==> src/rtl/mem_arbiter.sv <==
// Arbitrates icache and dcache miss/writeback traffic onto a single RAM port.
// dcache wins by default; a starvation counter forces an icache grant periodically.
module mem_arbiter #(
    parameter int unsigned STARVE_MAX = 4
) (
    input  logic        CLK,
    input  logic        nRST,
    input  logic        iREN,
    input  logic [31:0] iaddr,
    output logic        iwait,
    output logic [31:0] iload,
    input  logic        dREN,
    input  logic        dWEN,
    input  logic [31:0] daddr,
    input  logic [31:0] dstore,
    output logic        dwait,
    output logic [31:0] dload,
    output logic        ramREN,
    output logic        ramWEN,
    output logic [31:0] ramaddr,
    output logic [31:0] ramstore,
    input  logic [31:0] ramload,
    input  logic [1:0]  ramstate
);

    typedef enum logic [1:0] {
        IDLE   = 2'd0,
        DSERVE = 2'd1,
        ISERVE = 2'd2
    } state_t;

    localparam logic [1:0] RAM_ACCESS = 2'd2;
    localparam logic [3:0] STARVE_LIM = 4'(STARVE_MAX);

    state_t      state_reg;
    state_t      state_next;
    logic [3:0]  starve_cnt_reg;
    logic [3:0]  starve_cnt_next;
    logic        d_req;
    logic        ram_done;

    assign d_req    = dREN | dWEN;
    assign ram_done = (ramstate == RAM_ACCESS);

    always_ff @(posedge CLK or negedge nRST) begin
        if (!nRST) begin
            state_reg      <= IDLE;
            starve_cnt_reg <= 4'd0;
        end else begin
            state_reg      <= state_next;
            starve_cnt_reg <= starve_cnt_next;
        end
    end

    // Outputs are decoded from the registered state plus live inputs, so a
    // withdrawn request drops the RAM enables in the same cycle.
    always_comb begin
        state_next      = state_reg;
        starve_cnt_next = starve_cnt_reg;
        ramREN          = 1'b0;
        ramWEN          = 1'b0;
        ramaddr         = 32'd0;
        ramstore        = 32'd0;
        iwait           = 1'b1;
        iload           = 32'd0;
        dwait           = 1'b1;
        dload           = 32'd0;

        case (state_reg)
            IDLE: begin
                if (d_req && !(iREN && (starve_cnt_reg == STARVE_LIM))) begin
                    state_next = DSERVE;
                end else if (iREN) begin
                    state_next = ISERVE;
                end
            end

            DSERVE: begin
                if (!d_req) begin
                    state_next = IDLE;
                end else begin
                    ramaddr  = daddr;
                    ramstore = dstore;
                    ramWEN   = dWEN;
                    ramREN   = dREN & ~dWEN;
                    if (ram_done) begin
                        dwait      = 1'b0;
                        dload      = ramload;
                        state_next = IDLE;
                        if (!iREN) begin
                            starve_cnt_next = 4'd0;
                        end else if (starve_cnt_reg < STARVE_LIM) begin
                            starve_cnt_next = starve_cnt_reg + 4'd1;
                        end
                    end
                end
            end

            ISERVE: begin
                if (!iREN) begin
                    state_next = IDLE;
                end else begin
                    ramaddr = iaddr;
                    ramREN  = 1'b1;
                    if (ram_done) begin
                        iwait           = 1'b0;
                        iload           = ramload;
                        state_next      = IDLE;
                        starve_cnt_next = 4'd0;
                    end
                end
            end

            default: begin
                state_next = IDLE;
            end
        endcase
    end

endmodule

==> config.mk <==
export PLATFORM = sky130hd
export DESIGN_NAME = mem_arbiter
export DESIGN_NICKNAME = d
export VERILOG_FILES = /design/src/rtl/mem_arbiter.sv
export SDC_FILE = /design/constraint.sdc
export NUM_CORES = 1
export LEC_CHECK = 0
export CAP_MARGIN = 15
export CORE_ASPECT_RATIO = 0.5
export CORE_MARGIN = 5
export CORE_UTILIZATION = 22
export CTS_CLUSTER_SIZE = 40
export DETAILED_ROUTE_END_ITERATION = 12
export PLACE_DENSITY_LB_ADDON = 0.1
export SKIP_CTS_REPAIR_TIMING = 1
export SLEW_MARGIN = 10
export SYNTH_ARGS = -nofsm -noshare
export SYNTH_HDL_FRONTEND = slang
export SYNTH_SLANG_ARGS = --single-unit
export TNS_END_PERCENT = 1
==> constraint.sdc <==
create_clock -name CLK -period 1.9 [get_ports CLK]
set_input_delay 0.285 -clock CLK [delete_from_list [all_inputs] [get_ports CLK]]
set_output_delay 0.285 -clock CLK [all_outputs]
set_load 0.01 [all_outputs]
==> impl_metrics.env, run 1 <==
export IMPL_status="finished with violations"
export IMPL_violations="setup timing"
export IMPL_synth_avg_cell_area_sq_um=6.86
export IMPL_synth_largest_area_cell="and3_1"
export IMPL_clkTransAtPathRegs_ps=30
export IMPL_synth_top_cells_by_count="and3_1, and2_1, nor2b_1"
export IMPL_cts_root_buf="clkbuf_16"
export IMPL_synth_nets=379
export IMPL_relSlewSlack_pct=77.9
export IMPL_nNetsFinal=658
export IMPL_crit_family="buffers and inverters"
export IMPL_cp_arrival_ps=1930
export IMPL_core_area_sq_mm=0.00727
export IMPL_netlist_instances=238
export IMPL_drive_above_1_share_pct=28.3
export IMPL_synth_cell_types=29
export IMPL_hold_slack_ps=293
export IMPL_fillers=651
export IMPL_firstDrtPassIters=6
export IMPL_ys_ff_latch=6
export IMPL_grt_antenna_before_repair=0
export IMPL_dieWidth_um=132
export IMPL_setup_violations=60
export IMPL_ys_seq_area_share_pct=9.20
export IMPL_ys_flop_type="dfrtp_1"
export IMPL_maxSlewViolCount=0
export IMPL_clk_latency_ps=230
export IMPL_route_met3_wl_um=753
export IMPL_hold_violations=0
export IMPL_fmax_mhz=451
export IMPL_avgRoutedWirePerCell_um=17.9
export IMPL_fin_crit_sh_pct=117
export IMPL_combPwrFrac_pct=83.5
export IMPL_critical_path_buf_inv_count=3
export IMPL_fin_area_sq_mm=0.00458
export IMPL_worst_setup_path_end_kind="primary output"
export IMPL_die_h_um=70.9
export IMPL_synthTopCellsByArea="and3_1, a22oi_1, and2_1, nor2b_1, dfrtp_1"
export IMPL_dp_hpwl_mm=8.67
export IMPL_p_leak_nw=2.87
export IMPL_grt_pass1_wl_mm=14.5
export IMPL_die_area_sq_mm=0.00935
export IMPL_synth_top_area_share_pct=24.5
export IMPL_switchingPower_w=0.00131
export IMPL_async_flop_share_pct=100
export IMPL_power_per_cell_area_mw_per_mm2=730
export IMPL_fin_skew_ps=0.227
export IMPL_track_usage_pct=19.2
export IMPL_tritoncts="built"
export IMPL_drt_initial_drc_count=167
export IMPL_grt_setup_unrepaired="true"
export IMPL_peakVddDrop_uv=328
export IMPL_ys_warn_count=0
export IMPL_largest_reg_flops=4
export IMPL_flow_area_growth_from_synthesis_pct=180
export IMPL_routabilityCongestion=0.849
export IMPL_grt_pass1_vias=2619
export IMPL_numPortBuffers=266
export IMPL_setup_ws_ps=-318
export IMPL_routed_wl_mm=10.9
export IMPL_dp_slack_ps=-433
export IMPL_grt_max_degree=65
export IMPL_crit_type="flip-flop to primary output"
export IMPL_wl_met1_mm=4.07
export IMPL_grt_overflow=0
export IMPL_seq_power_share_pct=6.5
export IMPL_io_pins=267
export IMPL_crit_path_max_fanout=14
export IMPL_cpPeakStageDelay_ps=530
export IMPL_wl_met2_mm=6.02
export IMPL_cp_slowest_cell="clkdlybuf4s50_1"
export IMPL_p_int_w=0.00203
export IMPL_max_cap_violations=0
export IMPL_synth_edf_count=0
export IMPL_antenna_cells=0
export IMPL_cts_sinks=6
export IMPL_top_layer_used="met4"
export IMPL_drc_errors=0
export IMPL_finalPower_w=0.00334
export IMPL_synthesis_area_sq_mm=0.00163
export IMPL_start_util_pct=22.5
export IMPL_finalCriticalPeriod_ps=2220
export IMPL_start_kind="flip-flop"
export IMPL_clockBufferDepth=2
export IMPL_htree_levels=1
export IMPL_path_cells="inv_2 > ha_4 > o21a_4 > buf_6 > and3_1 > clkdlybuf4s50_1"
export IMPL_cts_buffers=3
export IMPL_via_count=2744
export IMPL_swShare_pct=39.4
export IMPL_hp_class="primary input to async pin"
export IMPL_clkPwrFrac_pct=10.0
export IMPL_worst_pin_slew_ps=329
export IMPL_synth_most_common_cell="and3_1"
export IMPL_rows=22
export IMPL_viasPerCell=4.49
export IMPL_required_ps=1620
export IMPL_ant_nets=0
export IMPL_place_area_sq_mm=0.00456
## final timing paths
path                                               start                            end  slack [ps]  cells after the start
max                             state_reg[1]$_DFFE_PN0P_                      dload[12]        -320                      6
min                                                 nRST  starve_cnt_reg[0]$_DFFE_PN0P_         290                      1
max reg2reg                     state_reg[0]$_DFFE_PN0P_  starve_cnt_reg[2]$_DFFE_PN0P_         120                      6
min reg2reg                starve_cnt_reg[1]$_DFFE_PN0P_  starve_cnt_reg[1]$_DFFE_PN0P_         520                      1
max in group asynchronous                           nRST       state_reg[0]$_DFFE_PN0P_        1390                      1
min in group CLK           starve_cnt_reg[1]$_DFFE_PN0P_  starve_cnt_reg[1]$_DFFE_PN0P_         520                      1
## cell type report
cell class              instances  area (sq um)  area share [%]
well taps                      96           120            2.62
inverters                       7          26.3           0.574
clock buffers                   3          75.1            1.64
flip-flops and latches          6           153            3.33
multi-input cells             198          1430            31.3
repair buffers                301          2770            60.5
## cells in the final DEF (no fill, tap or decap), types with 2 or more instances in the layout
master	Yosys	final
clkdlybuf4s50_1	0	135
clkbuf_2	0	65
and3_1	64	64
dlymetal6s2s_1	0	44
nor2b_1	34	33
and2_1	36	33
a22oi_1	32	26
buf_4	2	22
buf_2	6	20
clkbuf_16	0	7
inv_1	7	6
a22oi_2	0	6
buf_12	0	6
ha_1	6	4
buf_6	0	4
dfrtp_1	6	4
and2_4	0	3
nand2_1	3	3
nor2_1	3	3
o21a_4	0	2
o211ai_1	2	2
a22o_1	2	2
ha_4	0	2
dfrtp_2	0	2
## per-layer routing
metal / global-route usage (%) / vias up
met5: 0 / -
met4: 3.65 / 0
met3: 4.12 / 8
met2: 37.3 / 75
met1: 22.0 / 1256
li1: - / 1405
## worst register-to-register path, delay by kind of cell (launching register included)
| family | cells | cell delay (ps) |
|---|---|---|
| AND/OR/NAND/NOR | 2 | 690 |
| flip-flops | 1 | 420 |
| buffers and inverters | 2 | 220 |
| adder cells (fa/ha/maj) | 1 | 220 |
| AO/OA/AOI/OAI | 1 | 160 |
## per-stage QoR
| stage | setup TNS (ps) | instances | utilization (%) |
|---|---|---|---|
| after floorplan | 0 | 238 | - |
| after global placement | -43540 | 597 | 62.8 |
| after detailed placement | -44710 | 597 | 62.8 |
| after CTS | -69030 | 600 | 63.8 |
| after global routing | -11440 | 611 | 63.0 |
| final | -7270 | 611 | 63.0 |
## kinds of logic (layout without fill, tap and decap cells)
family,after synthesis,after routing,share of synthesized area (%)
AOI/OAI and AO/OA,43,44,20.0
adders and majority gates,6,6,4.60
buffers and inverters,35,311,8.97
DFF,6,6,9.20
muxes,2,2,1.38
and+or+nand+nor,146,146,55.9
## power groups by stage
stage | sequential [W] | combinational [W] | clock [W]
finish | 0.000216 | 0.00279 | 0.000334
detailed placement | 0.000206 | 0.00267 | 0
global placement | 0.000206 | 0.00268 | 0
global route | 0.000224 | 0.00299 | 0.000353
floorplan | 0.000196 | 0.00117 | 0
CTS | 0.000207 | 0.00268 | 0.000343
Note: power is estimated with default switching activity, not from simulation.
==> run 2, diff against run 1 <==
--- a/config.mk
+++ b/config.mk
@@ -13,7 +13,7 @@
 export DETAILED_ROUTE_END_ITERATION = 12
 export PLACE_DENSITY_LB_ADDON = 0.1
 export SKIP_CTS_REPAIR_TIMING = 1
-export SLEW_MARGIN = 10
+export SLEW_MARGIN = 30
 export SYNTH_ARGS = -nofsm -noshare
 export SYNTH_HDL_FRONTEND = slang
 export SYNTH_SLANG_ARGS = --single-unit
==> results of run 2 <==
No change in the layout: final DEF, timing and power equal those of run 1.
